===== config.mk =====
export PLATFORM = sky130hd
export DESIGN_NAME = vrename_ctrl
export DESIGN_NICKNAME = d
export VERILOG_FILES = /design/src/rtl/cellrv32_package.sv /design/src/rtl/vrename_freelist.sv /design/src/rtl/vrename_ctrl.sv
export SDC_FILE = /design/constraint.sdc
export NUM_CORES = 1
export LEC_CHECK = 0
export BUFFER_PORTS_ARGS = -buffer_cell sky130_fd_sc_hd__buf_2
export CAP_MARGIN = 25
export CELL_PAD_IN_SITES_DETAIL_PLACEMENT = 0
export CELL_PAD_IN_SITES_GLOBAL_PLACEMENT = 1
export CORE_ASPECT_RATIO = 0.6
export CORE_MARGIN = 10
export CORE_UTILIZATION = 51
export DETAILED_ROUTE_END_ITERATION = 10
export HOLD_SLACK_MARGIN = 0.1
export PLACE_DENSITY_LB_ADDON = 0.1
export SLEW_MARGIN = 20
export SYNTH_ARGS = -nofsm -noshare
export SYNTH_HDL_FRONTEND = slang
export SYNTH_SLANG_ARGS = --single-unit

===== constraint.sdc =====
create_clock -name clk_i -period 3.85 [get_ports clk_i]
set_clock_uncertainty 0.1 [all_clocks]
set_input_delay 0.385 -clock clk_i [delete_from_list [all_inputs] [get_ports clk_i]]
set_output_delay 0.385 -clock clk_i [all_outputs]
set_load 0.05 [all_outputs]

===== src/rtl/cellrv32_package.sv =====
// Shared types and default sizing for the vector rename controller.
package cellrv32_package;

    // Default RAT / physical register file sizing.
    localparam int unsigned VRN_ARCH_REGS_C = 32;
    localparam int unsigned VRN_PHYS_REGS_C = 64;

    // Rename controller FSM states.
    typedef enum logic [1:0] {
        VRN_INIT  = 2'b00,
        VRN_RUN   = 2'b01,
        VRN_FLUSH = 2'b10
    } vrename_state_t;

endpackage


===== src/rtl/vrename_freelist.sv =====
// Circular free list of physical register IDs. One write port shared by the
// fill (load) path and the release (push) path, one pop port at the head,
// synchronous clear of pointers and count. Writes into a full list are dropped.
module vrename_freelist #(
    parameter int unsigned DEPTH = 64,
    parameter int unsigned PW    = $clog2(DEPTH)
) (
    input  logic          clk_i,
    input  logic          rst_i,
    input  logic          clr_i,
    input  logic          load_en_i,
    input  logic [PW-1:0] load_data_i,
    input  logic          push_i,
    input  logic [PW-1:0] push_data_i,
    input  logic          pop_i,
    output logic [PW-1:0] head_o,
    output logic [PW:0]   count_o,
    output logic          full_o,
    output logic          empty_o
);

    localparam int unsigned CW = PW + 1;
    localparam logic [PW-1:0] LAST_PTR = PW'(DEPTH - 1);
    localparam logic [CW-1:0] FULL_CNT = CW'(DEPTH);

    logic [PW-1:0] mem_q [DEPTH];
    logic [PW-1:0] head_q, head_d;
    logic [PW-1:0] tail_q, tail_d;
    logic [CW-1:0] count_q, count_d;
    logic          wr_en;
    logic          rd_en;
    logic [PW-1:0] wr_data;

    assign full_o  = (count_q == FULL_CNT);
    assign empty_o = (count_q == '0);
    assign count_o = count_q;
    // Head reads the stored entry, so a same-cycle push is never visible here.
    assign head_o  = mem_q[head_q];

    // Write/pop qualification and pointer/count next state.
    always_comb begin
        wr_en   = (load_en_i | push_i) & ~full_o;
        wr_data = load_en_i ? load_data_i : push_data_i;
        rd_en   = pop_i & ~empty_o;
        head_d  = head_q;
        tail_d  = tail_q;
        count_d = count_q;
        if (clr_i) begin
            head_d  = '0;
            tail_d  = '0;
            count_d = '0;
        end else begin
            if (rd_en) begin
                head_d = (head_q == LAST_PTR) ? '0 : head_q + 1'b1;
            end
            if (wr_en) begin
                tail_d = (tail_q == LAST_PTR) ? '0 : tail_q + 1'b1;
            end
            case ({wr_en, rd_en})
                2'b10:   count_d = count_q + 1'b1;
                2'b01:   count_d = count_q - 1'b1;
                default: count_d = count_q;
            endcase
        end
    end

    // Pointer and count registers.
    always_ff @(posedge clk_i) begin
        if (rst_i) begin
            head_q  <= '0;
            tail_q  <= '0;
            count_q <= '0;
        end else begin
            head_q  <= head_d;
            tail_q  <= tail_d;
            count_q <= count_d;
        end
    end

    // Entry storage; contents need no reset since count gates every read.
    always_ff @(posedge clk_i) begin
        if (!rst_i && !clr_i && wr_en) begin
            mem_q[tail_q] <= wr_data;
        end
    end

endmodule


===== src/rtl/vrename_ctrl.sv =====
// Vector rename controller: owns the physical register free list, renames
// decode requests against the RAT and sequences RAT reconfiguration.
// Optional feature macro: VRENAME_STALL_CNT_EN adds a saturating 32-bit
// stall counter on stall_cnt_o.
module vrename_ctrl
    import cellrv32_package::*;
#(
    parameter int unsigned ARCH_REGS = VRN_ARCH_REGS_C,
    parameter int unsigned PHYS_REGS = VRN_PHYS_REGS_C,
    parameter int unsigned PW        = $clog2(PHYS_REGS)
) (
    input  logic                         clk_i,
    input  logic                         rst_i,
    input  logic                         rn_valid_i,
    output logic                         rn_ready_o,
    input  logic [$clog2(ARCH_REGS)-1:0] rn_dst_i,
    input  logic [$clog2(ARCH_REGS)-1:0] rn_src1_i,
    input  logic [$clog2(ARCH_REGS)-1:0] rn_src2_i,
    output logic [PW-1:0]                rn_pdst_o,
    output logic [PW-1:0]                rn_pold_o,
    output logic                         rn_pold_valid_o,
    output logic [PW-1:0]                rn_psrc1_o,
    output logic [PW-1:0]                rn_psrc2_o,
    input  logic                         rel_valid_i,
    input  logic [PW-1:0]                rel_preg_i,
    input  logic                         cfg_req_i,
    output logic                         cfg_ack_o,
    output logic                         rat_reconfigure_o,
    output logic [$clog2(ARCH_REGS)-1:0] rat_write_addr_o,
    output logic [PW-1:0]                rat_write_data_o,
    output logic                         rat_write_en_o,
    output logic [$clog2(ARCH_REGS)-1:0] rat_read_addr_1_o,
    output logic [$clog2(ARCH_REGS)-1:0] rat_read_addr_2_o,
    output logic [$clog2(ARCH_REGS)-1:0] rat_read_addr_3_o,
    input  logic [PW-1:0]                rat_read_data_1_i,
    input  logic [PW-1:0]                rat_read_data_2_i,
    input  logic [PW-1:0]                rat_read_data_3_i,
    input  logic                         rat_remapped_1_i,
    output logic                         rel_overflow_o,
    output logic [PW:0]                  free_count_o
`ifdef VRENAME_STALL_CNT_EN
    ,
    output logic [31:0]                  stall_cnt_o
`endif
);

    // After reset the RAT holds the identity map, so only IDs above it are free.
    localparam logic [PW-1:0] RESET_FIRST_ID = PW'(ARCH_REGS);
    localparam logic [PW-1:0] LAST_ID        = PW'(PHYS_REGS - 1);

    vrename_state_t state_q, state_d;
    logic [PW-1:0]  fill_q, fill_d;
    logic           from_flush_q, from_flush_d;
    logic           ack_q, ack_d;
    logic           ovf_q, ovf_d;

    logic           fl_clr;
    logic           fl_load;
    logic           fl_push;
    logic           fl_pop;
    logic [PW-1:0]  fl_head;
    logic [PW:0]    fl_count;
    logic           fl_full;
    logic           fl_empty;
    logic           rn_fire;

    vrename_freelist #(
        .DEPTH (PHYS_REGS),
        .PW    (PW)
    ) u_freelist (
        .clk_i       (clk_i),
        .rst_i       (rst_i),
        .clr_i       (fl_clr),
        .load_en_i   (fl_load),
        .load_data_i (fill_q),
        .push_i      (fl_push),
        .push_data_i (rel_preg_i),
        .pop_i       (fl_pop),
        .head_o      (fl_head),
        .count_o     (fl_count),
        .full_o      (fl_full),
        .empty_o     (fl_empty)
    );

    // FSM state, fill counter, ack pulse and sticky overflow registers.
    always_ff @(posedge clk_i) begin
        if (rst_i) begin
            state_q      <= VRN_INIT;
            fill_q       <= RESET_FIRST_ID;
            from_flush_q <= 1'b0;
            ack_q        <= 1'b0;
            ovf_q        <= 1'b0;
        end else begin
            state_q      <= state_d;
            fill_q       <= fill_d;
            from_flush_q <= from_flush_d;
            ack_q        <= ack_d;
            ovf_q        <= ovf_d;
        end
    end

    // FSM next state: fill in INIT, serve renames in RUN, one-cycle FLUSH.
    always_comb begin
        state_d           = state_q;
        fill_d            = fill_q;
        from_flush_d      = from_flush_q;
        ack_d             = 1'b0;
        fl_load           = 1'b0;
        fl_clr            = 1'b0;
        rat_reconfigure_o = 1'b0;
        unique case (state_q)
            VRN_INIT: begin
                fl_load = 1'b1;
                fill_d  = fill_q + 1'b1;
                if (fill_q == LAST_ID) begin
                    state_d      = VRN_RUN;
                    ack_d        = from_flush_q;
                    from_flush_d = 1'b0;
                end
            end
            VRN_RUN: begin
                // The requester still holds cfg_req_i during the ack cycle.
                if (cfg_req_i && !ack_q) begin
                    state_d = VRN_FLUSH;
                end
            end
            VRN_FLUSH: begin
                rat_reconfigure_o = 1'b1;
                fl_clr            = 1'b1;
                fill_d            = '0;
                from_flush_d      = 1'b1;
                state_d           = VRN_INIT;
            end
            default: begin
                state_d = VRN_INIT;
            end
        endcase
    end

    // Rename handshake, RAT port wiring and release path.
    always_comb begin
        rn_ready_o        = (state_q == VRN_RUN) && !cfg_req_i && !fl_empty;
        rn_fire           = rn_valid_i && rn_ready_o;
        fl_pop            = rn_fire;
        fl_push           = rel_valid_i && (state_q == VRN_RUN);
        ovf_d             = ovf_q | (fl_push & fl_full);

        rn_pdst_o         = fl_head;
        rat_read_addr_1_o = rn_dst_i;
        rat_read_addr_2_o = rn_src1_i;
        rat_read_addr_3_o = rn_src2_i;
        rn_pold_o         = rat_read_data_1_i;
        rn_pold_valid_o   = rat_remapped_1_i;
        rn_psrc1_o        = rat_read_data_2_i;
        rn_psrc2_o        = rat_read_data_3_i;

        rat_write_en_o    = rn_fire;
        rat_write_addr_o  = rn_dst_i;
        rat_write_data_o  = fl_head;
    end

    assign cfg_ack_o      = ack_q;
    assign rel_overflow_o = ovf_q;
    assign free_count_o   = fl_count;

`ifdef VRENAME_STALL_CNT_EN
    logic [31:0] stall_cnt_q;

    // Count RUN cycles with a request that is not accepted, saturating.
    always_ff @(posedge clk_i) begin
        if (rst_i) begin
            stall_cnt_q <= '0;
        end else if ((state_q == VRN_RUN) && rn_valid_i && !rn_ready_o &&
                     (stall_cnt_q != '1)) begin
            stall_cnt_q <= stall_cnt_q + 32'd1;
        end
    end

    assign stall_cnt_o = stall_cnt_q;
`endif

endmodule


==> impl_metrics.toml <==
[cells_and_area]
multi_input_area_um2 = 4458
register_area_um2 = 12260
diodes = 0
syn_to_final_growth_pct = 11.34
final_common_cell = "edfxtp_1"
drive_gt1_frac = 0.2570
n_fill_cell = 2638
finish.utilization = 0.5747
final_cell_mix = "384 x edfxtp_1, 90 x nor2_1, 84 x mux4_2"
fin_area_um2 = 19370
nets = 1138

[floorplan]
core-area_um2 = 33700
die_w_um = 258.4
dieArea_um2 = 42140
chipHeight_um = 163.1
initial_core_util = 0.5161
row_count = 52
io_pins = 108

[route]
ant_nets = 0
first_iter_violations = 931
vias_per_cell = 5.849
drcViolationCount = 0
post_drt_wl_per_cell_um = 25.98
dr_total_vias = 9194
routed_wl_um = 40840
dr.pass1.iters = 5

[sta]
drv_slew = 0
hold_viol = 0
slew_headroom = 0.4390
worst_slew_pin_slew_ns = 0.8416
period_needed_ns = 3.644
setup_violations = 0
tns_ns = 0
fmax_ghz = 0.2744
rsz0062_at_grt = "false"
finalCritPeriodShare = 0.9466

[power_and_ir_drop]
peakVddDrop_uv = 291.9
power_density_nw_per_um2 = 462.3
p_leak_nw = 6.244

[setup_path]
r2r-end = "u_freelist.count_o[6]$_SDFFE_PP0P_"
required_ns = 3.37
crit_path_start_kind = "flop"
end_kind = "output port"
critPathArrivalTime_ns = 3.16
worstSetupPathType = "reg2out"
reg2reg_slack_ns = 0.53
r2r-start = "u_freelist.count_o[5]$_SDFFE_PP0P_"
worstRegToRegCells = 10
critPathMaxFanout = 39

[hold_path]
hold_path_depth = 4
hold_path_startpoint = "rn_valid_i"
hp-class = "in2reg"

[cts]
clkLatencyLatePin_ns = 0.54
cts_tree = "done"
clk_pin_slew_ns = 0.06
cts_buffer_depth = 3
cts.sinks = 420
cts_resized = 0
h-tree-depth = 2
cts_buffers = 39
cts_root_buffer = "clkbuf_16"

[global_route]
grt_pass1_wl_um = 60800
gr-usage-met2 = 0.2591
gr-usage-all-layers = 0.1949
grt_overflow = 0
grt_max_degree = 41
met1_usage = 0.3132
antenna_found_initial = 0
top_usage_layer = "met1"
first_global_vias = 9097
grt_use_met3 = 0.04870

[synthesis]
synth_edf_count = 384
syn-cell-area_um2 = 17390
synth_ff_type = "edfxtp_1"
synth_area_leader_cell = "edfxtp_1"
synth.avg_cell_area_um2 = 16.97
synth_top_area_frac = 0.6629
netlist_instances = 1025
ys_types = 62
syn_nets = 1080
ys_warn_count = 0
synth_seq_cells = 420
yosys-top-cells-area = "edfxtp_1 66%, mux4_2 11%, dfxtp_1 4.1%"
yosysSeqAreaShare = 0.7044
async_reset_ff_frac = 0

[placed_design]
placed_area_um2 = 18080
dp_hpwl_um = 26860
gp_congestion = 0.8546
port_buffers = 34

[status]
status = "completed"

[run]
maxCapViolCount = 0
-- synth_stat cells, types with 4 or more instances --
cell type / number
ha_1: 9
nand2_1: 46
a2111oi_0: 10
or3_1: 5
mux2_2: 12
nor2_1: 90
o21ai_0: 10
or2_2: 6
o22ai_1: 8
xor2_1: 9
mux2i_1: 11
a211oi_1: 9
nand4_1: 4
buf_6: 8
buf_1: 6
edfxtp_1: 384
dfxtp_1: 36
xnor2_1: 4
nor3_1: 16
nand2b_1: 13
inv_1: 5
clkbuf_1: 15
mux4_2: 84
and3_1: 4
nor2b_1: 35
nand3_1: 16
o21a_1: 9
buf_2: 16
a22oi_1: 10
a21oi_1: 14
nor2_2: 8
buf_4: 54
nor3b_1: 4
a31oi_1: 8
-- through the flow --
stage,setup slack [ns],instances,total power [mW],hold slack (ns)
2_1_floorplan,0.3196,1025,5.339,0.3484
3_3_place_gp,0.6665,1495,5.315,0.3461
3_5_place_dp,0.5577,1495,5.318,0.3543
4_1_cts,0.1183,1571,9.018,0.1867
5_1_grt,0.02489,1572,9.231,0.2291
6_report,0.2056,1572,8.953,0.2012
-- critical path: stages (launching register included) --
cell     delay, ns
dfxtp_4       0.73
buf_4         0.39
mux4_2        0.36
a22oi_1       0.36
a31oi_1       0.21
a221o_1       0.33
buf_2         0.23
-- cell families (layout without fill, tap and decap cells) --
logic type	after synthesis	in the layout	share of synthesized area
AO/OA/AOI/OAI	101	101	0.04244
XOR/XNOR	13	13	0.006546
adder cells (fa/ha/maj)	10	10	0.007625
buffers and inverters	107	195	0.03935
flip-flops	420	420	0.7044
multiplexers	107	107	0.1229
AND/OR/NAND/NOR	267	267	0.07682
-- final cells by class --
cell class / instances / share of cell area
multi-input combinational: 498 / 0.2302
timing repair buffer: 116 / 0.04251
clock inverter: 18 / 0.007559
clock buffer: 53 / 0.05530
inverter: 8 / 0.001550
sequential: 420 / 0.6332
tap: 459 / 0.02965
-- worst max path at each step --
stage                                             startpoint                                 end  depth (start not counted)
after global placement    u_freelist.count_o[5]$_SDFFE_PP0P_  u_freelist.count_o[4]$_SDFFE_PP0P_                         10
final                                                   flop                 rat_write_data_o[0]                          6
after floorplan                                         flop                        rn_pdst_o[4]                         10
after global routing                                    flop                        rn_pdst_o[4]                          7
after detailed placement  u_freelist.count_o[5]$_SDFFE_PP0P_  u_freelist.count_o[6]$_SDFFE_PP0P_                         10
after CTS                                               flop                        rn_pdst_o[5]                          7
-- power breakdown --
group	total, mW	internal (mW)	switching, mW	leakage, nW
Combinational	0.224	0.0555	0.169	1.87
Sequential	4.99	4.98	0.0174	3.79
Clock	3.73	2.09	1.64	0.589
-- state kept, by name, summed over array words and instances, names as in the netlist, named ones only --
| signal | count |
|---|---|
| u_freelist.tail_q | 6 |
| state_q | 2 |
| u_freelist.head_q | 6 |
| u_freelist.mem_q | 384 |
| rel_overflow_o | 1 |
| cfg_ack_o | 1 |
| from_flush_q | 1 |
| u_freelist.count_o | 7 |
| fill_q | 6 |
-- per-layer routing --
metal	share of wire	vias to the layer above
met5	0	-
met4	0.017	0
met3	0.084	64
met2	0.41	350
met1	0.49	4681
li1	-	4099
-- repair_timing --
action,4_1_cts,5_1_grt
hold buffers,5,0
hold endpoints to repair,7,0
buffers inserted,0,1
setup endpoints to repair,0,2
Note: power is estimated with default switching activity, not from simulation.
